==> config.mk <==
export PLATFORM = sky130hd
export DESIGN_NAME = sram_bus_arbiter
export DESIGN_NICKNAME = d
export VERILOG_FILES = /design/src/rtl/sram_arb_pkg.sv /design/src/rtl/sram_bus_arbiter.sv
export SDC_FILE = /design/constraint.sdc
export NUM_CORES = 1
export LEC_CHECK = 0
export ABC_AREA = 1
export BUFFER_PORTS_ARGS = -buffer_cell sky130_fd_sc_hd__buf_2
export CELL_PAD_IN_SITES_DETAIL_PLACEMENT = 1
export CELL_PAD_IN_SITES_GLOBAL_PLACEMENT = 1
export CORE_MARGIN = 4
export CORE_UTILIZATION = 30
export DETAILED_ROUTE_END_ITERATION = 7
export GPL_ROUTABILITY_DRIVEN = 0
export PLACE_DENSITY = 0.76
export SYNTH_ARGS = -nofsm -noshare
export SYNTH_HDL_FRONTEND = slang
export SYNTH_SLANG_ARGS = --single-unit
==> constraint.sdc <==
create_clock -name clk -period 1.68 [get_ports clk]
set_input_delay 0.336 -clock clk [delete_from_list [all_inputs] [get_ports clk]]
set_output_delay 0.336 -clock clk [all_outputs]
set_load 0.02 [all_outputs]
==> src/rtl/sram_arb_pkg.sv <==
// Shared types and constants for the SRAM-bus arbiter.
//   state_e   : arbiter FSM states (IDLE, REQ, WAIT)
//   OWN_I/D   : owner of the in-flight bus transaction
//   SIZE_WORD : bus_size encoding for a 32-bit word access
package sram_arb_pkg;

  typedef enum logic [1:0] {
    IDLE = 2'd0,
    REQ  = 2'd1,
    WAIT = 2'd2
  } state_e;

  localparam logic       OWN_I     = 1'b0;
  localparam logic       OWN_D     = 1'b1;
  localparam logic [1:0] SIZE_WORD = 2'b10;

endpackage

==> src/rtl/sram_bus_arbiter.sv <==
// Shares one SRAM-like bus (req / addr_ok / data_ok) between the core's
// instruction-fetch port and data port. Accesses are serialised with data
// first, returned data is held until overwritten, and the stall outputs
// freeze the pipeline until every enabled port of the current step is done.
//
// Ports:
//   clk, rst                      clock; asynchronous active-low reset
//   i_en, i_addr                  fetch request for the current step
//   i_rdata, i_stall              fetched word (held); fetch stall
//   d_en, d_wen, d_addr, d_wdata  data request (d_wen = 0 means read)
//   d_rdata, d_stall              load data (held); data stall
//   bus_req .. bus_wdata          request side of the shared bus
//   bus_addr_ok, bus_data_ok,
//   bus_rdata                     response side of the shared bus
module sram_bus_arbiter
  import sram_arb_pkg::*;
#(
  parameter int ADDR_W = 32,
  parameter int DATA_W = 32
) (
  input  logic              clk,
  input  logic              rst,
  input  logic              i_en,
  input  logic [ADDR_W-1:0] i_addr,
  output logic [DATA_W-1:0] i_rdata,
  output logic              i_stall,
  input  logic              d_en,
  input  logic [3:0]        d_wen,
  input  logic [ADDR_W-1:0] d_addr,
  input  logic [DATA_W-1:0] d_wdata,
  output logic [DATA_W-1:0] d_rdata,
  output logic              d_stall,
  output logic              bus_req,
  output logic              bus_wr,
  output logic [1:0]        bus_size,
  output logic [ADDR_W-1:0] bus_addr,
  output logic [3:0]        bus_wstrb,
  output logic [DATA_W-1:0] bus_wdata,
  input  logic              bus_addr_ok,
  input  logic              bus_data_ok,
  input  logic [DATA_W-1:0] bus_rdata
);

  state_e            state_q, state_d;
  logic              owner_q;
  logic              i_done_q, d_done_q;
  logic [ADDR_W-1:0] addr_q;
  logic [3:0]        wstrb_q;
  logic [DATA_W-1:0] wdata_q;
  logic [DATA_W-1:0] i_rdata_q, d_rdata_q;

  logic i_pend, d_pend, any_pend, step_adv;
  logic latch_i, latch_d, complete;

  // Per-port outstanding work; these drive issue decisions.
  assign i_pend   = i_en & ~i_done_q;
  assign d_pend   = d_en & ~d_done_q;
  assign any_pend = i_pend | d_pend;

  // An enabled port keeps stalling while anything in the step is still
  // outstanding, so both stalls fall in the same cycle; a disabled port
  // never stalls.
  assign i_stall  = i_en & any_pend;
  assign d_stall  = d_en & any_pend;
  assign step_adv = ~any_pend;

  // NOTE: every output of this block gets a default first, so no path leaves
  // a signal unassigned and no latch is inferred.
  always_comb begin
    state_d  = state_q;
    latch_i  = 1'b0;
    latch_d  = 1'b0;
    complete = 1'b0;
    case (state_q)
      IDLE: begin
        if (d_pend) begin
          latch_d = 1'b1;
          state_d = REQ;
        end else if (i_pend) begin
          latch_i = 1'b1;
          state_d = REQ;
        end
      end
      REQ: begin
        if (bus_addr_ok && bus_data_ok) begin
          complete = 1'b1;
          state_d  = IDLE;
        end else if (bus_addr_ok) begin
          state_d = WAIT;
        end
      end
      WAIT: begin
        if (bus_data_ok) begin
          complete = 1'b1;
          state_d  = IDLE;
        end
      end
      default: state_d = IDLE;
    endcase
  end

  // NOTE: sequential state uses non-blocking assignments only, so every
  // register samples pre-edge values regardless of block ordering.
  always_ff @(posedge clk or negedge rst) begin
    if (!rst) state_q <= IDLE;
    else      state_q <= state_d;
  end

  // NOTE: every register here, including the returned-data holders, is
  // cleared by reset; an abandoned transaction must leave nothing behind.
  always_ff @(posedge clk or negedge rst) begin
    if (!rst) begin
      owner_q   <= OWN_I;
      i_done_q  <= 1'b0;
      d_done_q  <= 1'b0;
      addr_q    <= '0;
      wstrb_q   <= '0;
      wdata_q   <= '0;
      i_rdata_q <= '0;
      d_rdata_q <= '0;
    end else begin
      if (latch_d) begin
        owner_q <= OWN_D;
        addr_q  <= d_addr;
        wstrb_q <= d_wen;
        wdata_q <= d_wdata;
      end else if (latch_i) begin
        owner_q <= OWN_I;
        addr_q  <= i_addr;
        wstrb_q <= '0;
      end

      // A completion can only coincide with a step advance if the core
      // dropped en mid-transfer; that result belongs to an abandoned step,
      // so clearing wins and the next step starts clean.
      if (step_adv) begin
        i_done_q <= 1'b0;
        d_done_q <= 1'b0;
      end else if (complete) begin
        if (owner_q == OWN_D) d_done_q <= 1'b1;
        else                  i_done_q <= 1'b1;
      end

      if (complete) begin
        if (owner_q == OWN_I)    i_rdata_q <= bus_rdata;
        else if (wstrb_q == '0)  d_rdata_q <= bus_rdata;
      end
    end
  end

  // Bus fields come only from the latched request, so the core may change
  // its inputs freely while the slave is still deciding.
  assign bus_req   = (state_q == REQ);
  assign bus_wr    = |wstrb_q;
  assign bus_size  = SIZE_WORD;
  assign bus_addr  = addr_q;
  assign bus_wstrb = wstrb_q;
  assign bus_wdata = wdata_q;
  assign i_rdata   = i_rdata_q;
  assign d_rdata   = d_rdata_q;

endmodule

==> impl_metrics.ini, run 1 <==
[route]
drt_iter0_markers = 186
wl_mm = 20.94
num_vias = 5758
vias_per_cell = 4.470
dr.pass1.iters = 4
drcViolationCount = 0
antenna_violating_nets_post_route = 0
wl_per_cell_um = 16.26

[die]
die_h_um = 149.1
die-area_um2 = 22230
core_region_area_um2 = 19530
ios = 276
die-width_um = 149.1
start_util = 0.3059
placementRows = 51

[setup_path]
crit_chain = buf_4, ha_1, inv_2, nand2_2, nand3_4, nor2_4, buf_4, buf_12, nand2_1, nand2_1
path_class = reg -> reg
worstPathArrival_ps = 1940
cp_slowest_cell = dfrtp_1
required_ps = 1970
end_kind = register
cpPeakStageDelay_ps = 390
crit_fanout = 9
startpoint_type = register

[timing]
fin_crit_ps = 1651
post-route-period-util = 0.9827
hold_viol = 0
finalClockSkew_ps = 10.01
setup_violations = 0
slew_viol_final = 0
max_freq_ghz = 0.6057
grt_setup_unrepaired = true
layout_setup_ws_ps = 29.14

[global_routing]
grt_max_degree = 64
antenna_found_initial = 1
grt_first_pass_wirelength_mm = 31.95
grt_pass1_vias = 5956
grt-ovfl-total = 0
grt_usage = 0.1837

[clock_network]
path_clk_slew_ps = 70
clk_path_buf_depth = 2
cts_max_level = 4
cts_tree = done
cts.sinks = 137
cts_root_buffer = clkbuf_16
insertion_delay_ps = 410
cts_buffers = 17

[synth]
yosys.area.top_type_share = 0.5739
ys_types = 23
synth_area_per_cell_um2 = 8.342
yosys_warnings = 0
synthTopCellsByArea = dfrtp_1, nand2_1, o21ai_0
synth_cells = 716
ys_seq_area_frac = 0.5739
synth_top_area_cell = dfrtp_1
syn-cell-area_um2 = 5973
syn-num-nets = 857
synth-seq-cells = 137

[flow_run]
maxCapViolCount = 0

[finish]
drive_above_1_share = 0.3767
nets = 1150
final_cell_mix = nand2_1, buf_2, dfrtp_1, inv_1, o21ai_0
syn_to_final_growth_pct = 43.09
final_common_cell = nand2_1
postLayoutCoreUtil = 0.4377

[pwr]
p_sw_mw = 7.359
power_mw = 17.01
p_sw_frac = 0.4326
power.density_nw_per_um2 = 1990
seqPwrFrac = 0.325
peakVddDrop_mv = 0.7675
p_int_mw = 9.653
p_leak_nw = 5.058
p_comb_frac = 0.449
clockPowerShare = 0.225

[placement]
dp_hpwl_mm = 14.68
dp_slack_ps = -15.39
io_buffer_count = 273

[status]
status = finished, final reports clean

[hold_path]
min_path_type = in -> reg
-- metrics by stage --
step | hold slack (ps) | TNS, ps | area, µm² | instances
2_1_floorplan | 40.41 | 0 | 5973 | 716
3_3_place_gp | 283.0 | 0 | 7671 | 1238
3_5_place_dp | 287.0 | -15.39 | 7671 | 1238
4_1_cts | 93.24 | -5.019 | 8423 | 1280
5_1_grt | 95.58 | -945.8 | 8544 | 1287
6_report | 116.4 | 0 | 8547 | 1288
-- Yosys cell counts --
library cell / count
a21oi_1: 2
buf_2: 8
buf_4: 8
buf_6: 14
clkbuf_1: 9
conb_1: 2
dfrtp_1: 137
ha_1: 3
inv_1: 41
inv_2: 3
nand2_1: 410
nand2_2: 1
nand3_1: 3
nand3_2: 1
nand3_4: 1
nand3b_1: 1
nand4_1: 1
nor2_1: 5
nor2_4: 1
o21ai_0: 39
o21ai_1: 5
o21ai_2: 20
or2_2: 1
-- per-layer routing --
metal / share of wire / vias to the layer above / track usage
met5: 0.00062 / - / 0
met4: 0.019 / 2 / 0.05217
met3: 0.090 / 25 / 0.06685
met2: 0.49 / 219 / 0.3130
met1: 0.40 / 2755 / 0.2189
li1: - / 2757 / -
-- repair_timing --
item,CTS,global route
hold buffers,1,0
hold endpoints to repair,36,0
endpoints found under the setup margin,5,55
cloned,2,1
pin swaps,3,4
gates resized for setup,13,21
setup buffers,7,6
-- critical path: cells and delay by family, from the launching register on --
family,cells,cell delay [ps]
buffers and inverters,4,480
and+or+nand+nor,5,460
DFF,1,390
adders and majority gates,1,190
-- sequential cells by signal, indices dropped and copies added, names as in the netlist --
register and count:
bus_wstrb 4, bus_wdata 32, owner_q 1, d_rdata 32
state_q 2, i_rdata 32, d_done_q 1, i_done_q 1
bus_addr 32
-- kinds of logic after synthesis --
kind of cell	count (synthesis)	share of synthesized area
simple gates	425	0.2742
compound gates	66	0.06787
other cells	2	0.001257
flops	137	0.5739
fa+ha+maj	3	0.006285
buf+inv	83	0.07646
-- power groups by stage --
stage | Combinational, mW | Sequential (mW) | Clock [mW]
2_1_floorplan | 2.85 | 7.16 | 0
3_3_place_gp | 7.08 | 5.51 | 0
3_5_place_dp | 7.30 | 5.54 | 0
4_1_cts | 7.67 | 5.53 | 3.93
5_1_grt | 8.44 | 5.73 | 4.10
6_report | 7.65 | 5.54 | 3.83
-- worst paths after layout --
kind / slack, ps / start / cells after the start / to
max reg2reg: 30 / state_q[1] / 10 / d_rdata[0]
max: 30 / state_q[1] / 10 / d_rdata[0]
min in group asynchronous: 410 / rst / 2 / d_rdata[17]
max in group asynchronous: 690 / rst / 3 / i_rdata[12]
min reg2reg: 480 / bus_addr[15] / 2 / bus_addr[15]
min: 120 / d_wdata[11] / 3 / bus_wdata[11]
-- final cells by class --
class	count	area [µm²]
antenna	1	2.502
clock buffer	18	439.2
clock inverter	14	162.7
fill	2445	10980
inverter	44	167.7
multi-input combinational	496	2128
sequential	137	3428
tap	265	331.6
timing repair buffer	313	1887
No activity file was read; power rests on OpenSTA's default activity.
==> run 2, diff against run 1 <==
--- a/config.mk
+++ b/config.mk
@@ -13,6 +13,6 @@
 export CORE_UTILIZATION = 30
 export DETAILED_ROUTE_END_ITERATION = 7
-export GPL_ROUTABILITY_DRIVEN = 0
 export PLACE_DENSITY = 0.76
+export SKIP_CTS_REPAIR_TIMING = 1
 export SYNTH_ARGS = -nofsm -noshare
 export SYNTH_HDL_FRONTEND = slang
==> constraint.sdc (replaced) <==
create_clock -name clk -period 1.68 [get_ports clk]
set_input_delay 0.336 -clock clk [delete_from_list [all_inputs] [get_ports clk]]
set_output_delay 0.336 -clock clk [all_outputs]
set_load 0.1 [all_outputs]
==> run 2 against run 1 <==
Net effect:
- the run now ends with setup timing left
- wire length up 1.8%
- setup slack worse by 94 ps
- cell count stayed put
- core utilization increased by 1.1 points
- die area stayed put
- global-route usage is 0.63 points lower
- critical path depth is 4 lower
- via count grew 0.38%
- non-clock buffer count up 2
- hold slack got worse by 4.6 ps
- register-to-register slack gained 30 ps
- first-iteration DRC count decreased by 16%
==> impl_metrics.ini, run 2 (synthesized netlist as in run 1, its figures left out) <==
[timing]
post-route-period-util = 1.038
slew_headroom = 0.6486
slew_viol_final = 0
fin_crit_ps = 1745
worstMarginPinSlew_ps = 530.8
layout_setup_ws_ps = -64.61
max_freq_ghz = 0.5732
hold_viol = 0
finalClockSkew_ps = 5.939
setup_violations = 3
grt_setup_unrepaired = true

[clock_network]
clk_path_buf_depth = 2
cts_max_level = 4
path_clk_slew_ps = 60
cts_root_buffer = clkbuf_16
insertion_delay_ps = 420
cts_buffers = 17
cts_tree = done
cts.sinks = 137

[setup_path]
cpMostUsedCell = nand2_4
cp_slowest_cell = dfrtp_1
worst-path-buf-inv = 3
cpPeakStageDelay_ps = 380
crit-reg2reg-launch = state_q[1]
crit_start = d_done_q
startpoint_type = register
crit_family = flip-flops
required_ps = 1340
worstPathArrival_ps = 1410
path_class = reg -> out
crit_fanout = 3
end_kind = output port
crit_chain = inv_2, nand2_4, nand2_4, inv_6, nor2_4, buf_12

[finish]
drive_above_1_share = 0.3920
final_cell_mix = nand2_1, buf_2, dfrtp_1, inv_1, o21ai_0
nets = 1152
final_common_cell = nand2_1
syn_to_final_growth_pct = 46.63
n_antenna_cell = 0
postLayoutCoreUtil = 0.4485
n_fill_cell = 2430

[hold_path]
min_from = d_wdata[12]
min_path_type = in -> reg

[route]
num_vias = 5780
dr.pass1.iters = 4
wl_per_cell_um = 16.55
vias_per_cell = 4.488
antenna_violating_nets_post_route = 0
drcViolationCount = 0
wl_mm = 21.32
drt_iter0_markers = 157

[global_routing]
antenna_found_initial = 0
grt-ovfl-total = 0
grt_first_pass_wirelength_mm = 31.13
grt_max_degree = 50
grt_pass1_vias = 6000
grt_usage = 0.1774

[placement]
gp_congestion = 0.7527
dp_hpwl_mm = 14.89
io_buffer_count = 273

[die]
ios = 276
placementRows = 51
die-area_um2 = 22230
die-width_um = 149.1
start_util = 0.3059
die_h_um = 149.1
core_region_area_um2 = 19530

[status]
status = finished with violations
violations = setup timing

[flow_run]
maxCapViolCount = 0
[run 2: cell types whose count changed in the layout (fill, tap and decap cells not counted), sizes merged]
| cell | before | now |
|---|---|---|
| clkbuf | 19 | 27 |
| buf | 310 | 308 |
| inv | 49 | 44 |
| bufbuf | 1 | 0 |
| diode | 1 | 0 |
| bufinv | 2 | 5 |
| clkinvlp | 4 | 2 |
[run 2: final timing paths]
| kind | endpoint | slack (ps) | cells past startpoint |
|---|---|---|---|
| max in group asynchronous | bus_wdata[16] | 790 | 3 |
| hold / removal | bus_wdata[12] | 110 | 3 |
| setup / recovery | d_stall | -60 | 6 |
| setup reg to reg | d_rdata[6] | 60 | 9 |
| hold reg to reg | bus_addr[20] | 470 | 2 |
| min in group asynchronous | i_rdata[17] | 360 | 2 |
[run 2: worst min-delay path, delay by kind of cell]
kind	cells	cell delay, ps
buffers and inverters	1	70
AND/OR/NAND/NOR	2	90
[run 2: area by class of cell]
class                      count  area [µm²]  share of cell area
sequential                   137        3433              0.3920
multi-input combinational    496        2192              0.2503
timing repair buffer         315        1969              0.2249
clock buffer                  21       470.5             0.05371
tap                          265       331.6             0.03786
clock inverter                10       191.4             0.02186
inverter                      44       170.2             0.01943
[run 2: per-stage QoR]
stage / setup TNS, ps / instances / area (µm²) / setup WS, ps / hold slack [ps]
after floorplan: -215.6 / 716 / 5998 / -107.8 / 40.41
after global placement: 0 / 1235 / 7744 / 63.08 / 241.1
after detailed placement: -89.27 / 1235 / 7744 / -26.69 / 233.4
after CTS: -1090 / 1266 / 8406 / -278.7 / -221.3
after global routing: -666.2 / 1288 / 8758 / -147.9 / 96.61
final: -124.8 / 1288 / 8758 / -64.61 / 111.8
[run 2: metal layers]
metal,global-route usage,up-vias,share of wire
li1,-,2745,-
met1,0.2101,2787,0.40
met2,0.2958,226,0.49
met3,0.07596,22,0.097
met4,0.04943,0,0.015
met5,0,-,0
Power of run 2 is left out: the tool's default activity adds up to more than one toggle a clock period on the data nets, which glitch-free logic cannot reach.
==> run 3, diff against run 2 <==
Settings changed: PLACE_DENSITY 0.76 to unset, PLACE_DENSITY_LB_ADDON set to 0.1.
==> run 3 against run 2 <==
Net effect:
- the run still ends with setup timing left
- global-route usage is 0.25 points lower
- sequential share of layout area hardly changed
- design area is essentially flat
- clock skew grew 7.6 ps
- hold slack got worse by 4.3 ps
- cell count is 0.31% higher
- sequential cell count unchanged
==> impl_metrics.ini, run 3 (synthesized netlist as in run 1, its figures left out) <==
[setup_path]
end_kind = output port
required_ps = 1340
cpMostUsedCell = nand2_2
startpoint_type = register
path_class = reg -> out
cpPeakStageDelay_ps = 360
crit_chain = inv_1, nand2_2, nand2_2, inv_4, nor2_4, buf_12
crit_fanout = 4
worstPathArrival_ps = 1370
cp_slowest_cell = dfrtp_1

[timing]
post-route-period-util = 1.014
slew_viol_final = 0
hold_viol = 0
grt_setup_unrepaired = true
worstMarginPinSlew_ps = 523.3
finalClockSkew_ps = 13.50
slew_headroom = 0.6535
layout_setup_ws_ps = -23.72
timing.setup.tns_ps = -59.49
fin_crit_ps = 1704
max_freq_ghz = 0.5870
setup_violations = 4

[clock_network]
cts_tree = done
cts.sinks = 137
clk_path_buf_depth = 2
cts_buffers = 17
cts_root_buffer = clkbuf_16
path_clk_slew_ps = 60
cts_max_level = 4
insertion_delay_ps = 420

[finish]
regArea_um2 = 3433
multi_input_area_um2 = 2158
final_cell_mix = nand2_1, buf_2, dfrtp_1, inv_1, o21ai_0
stdcell_area_um2 = 8765
nets = 1155
n_fill_cell = 2425
drive_above_1_share = 0.3846
syn_to_final_growth_pct = 46.73
n_antenna_cell = 0
final_common_cell = nand2_1

[placement]
place_area_um2 = 7784
gp_congestion = 0.7427
dp_hpwl_mm = 13.88
io_buffer_count = 273

[global_routing]
grt_usage = 0.1749
grt_pass1_vias = 5779
grt_first_pass_wirelength_mm = 30.62
antenna_found_initial = 2
grt-ovfl-total = 0
grt_max_degree = 62

[die]
die-width_um = 149.1
die-area_um2 = 22230
ios = 276
start_util = 0.3059
die_h_um = 149.1
core_region_area_um2 = 19530
placementRows = 51

[route]
top_layer = met5
dr.pass1.iters = 4
drt_iter0_markers = 114
wl_per_cell_um = 15.58
route.met2.wl_mm = 9.911
antenna_violating_nets_post_route = 0
wl_mm = 20.12
drcViolationCount = 0
wl_met3_mm = 1.664
num_vias = 5623
m1WireLength_mm = 8.299
vias_per_cell = 4.352

[flow_run]
maxCapViolCount = 0

[hold_path]
min_path_type = in -> reg

[status]
status = finished with violations
violations = setup timing
## run 3: worst paths after layout
| kind | from | cells after the start | to | slack (ps) |
|---|---|---|---|---|
| worst min-delay path | d_wdata[0] | 3 | bus_wdata[0] | 110 |
| worst min register to register | bus_addr[2] | 2 | bus_addr[2] | 470 |
| max in group asynchronous | rst | 3 | bus_addr[13] | 880 |
| min in group asynchronous | rst | 3 | d_rdata[24] | 440 |
| worst max-delay path | i_done_q | 6 | i_stall | -20 |
| worst max register to register | state_q[0] | 10 | d_rdata[24] | 90 |
## run 3: per-stage QoR
stage                     instances  worst slack [ps]  hold slack [ps]  utilization
final                          1292            -23.72            107.6       0.4489
after global routing           1292            -109.9            90.05       0.4489
after CTS                      1269            -200.3           -135.0       0.4306
after detailed placement       1237             72.59            325.7       0.3986
after global placement         1237             100.3            327.7       0.3986
after floorplan                 716            -107.8            40.41            -
## run 3: final cells by class
class,instances,share of cell area
clock buffers,18,0.05011
clock inverters,14,0.02113
inverters,44,0.01913
multi-input cells,497,0.2463
flip-flops and latches,137,0.3917
well taps,265,0.03783
repair buffers,317,0.2338
## run 3: per-layer routing
metal,vias to the layer above,GRT usage
met4,4,0.05126
met5,-,0
met3,19,0.06746
met2,166,0.2917
met1,2672,0.2108
li1,2762,-
## run 3: worst max-delay path, delay by kind of cell, from the launching register on
family	cells	cell delay, ps
DFF	1	360
buffers and inverters	3	320
and+or+nand+nor	3	270
Power of run 3 is left out for the same reason.
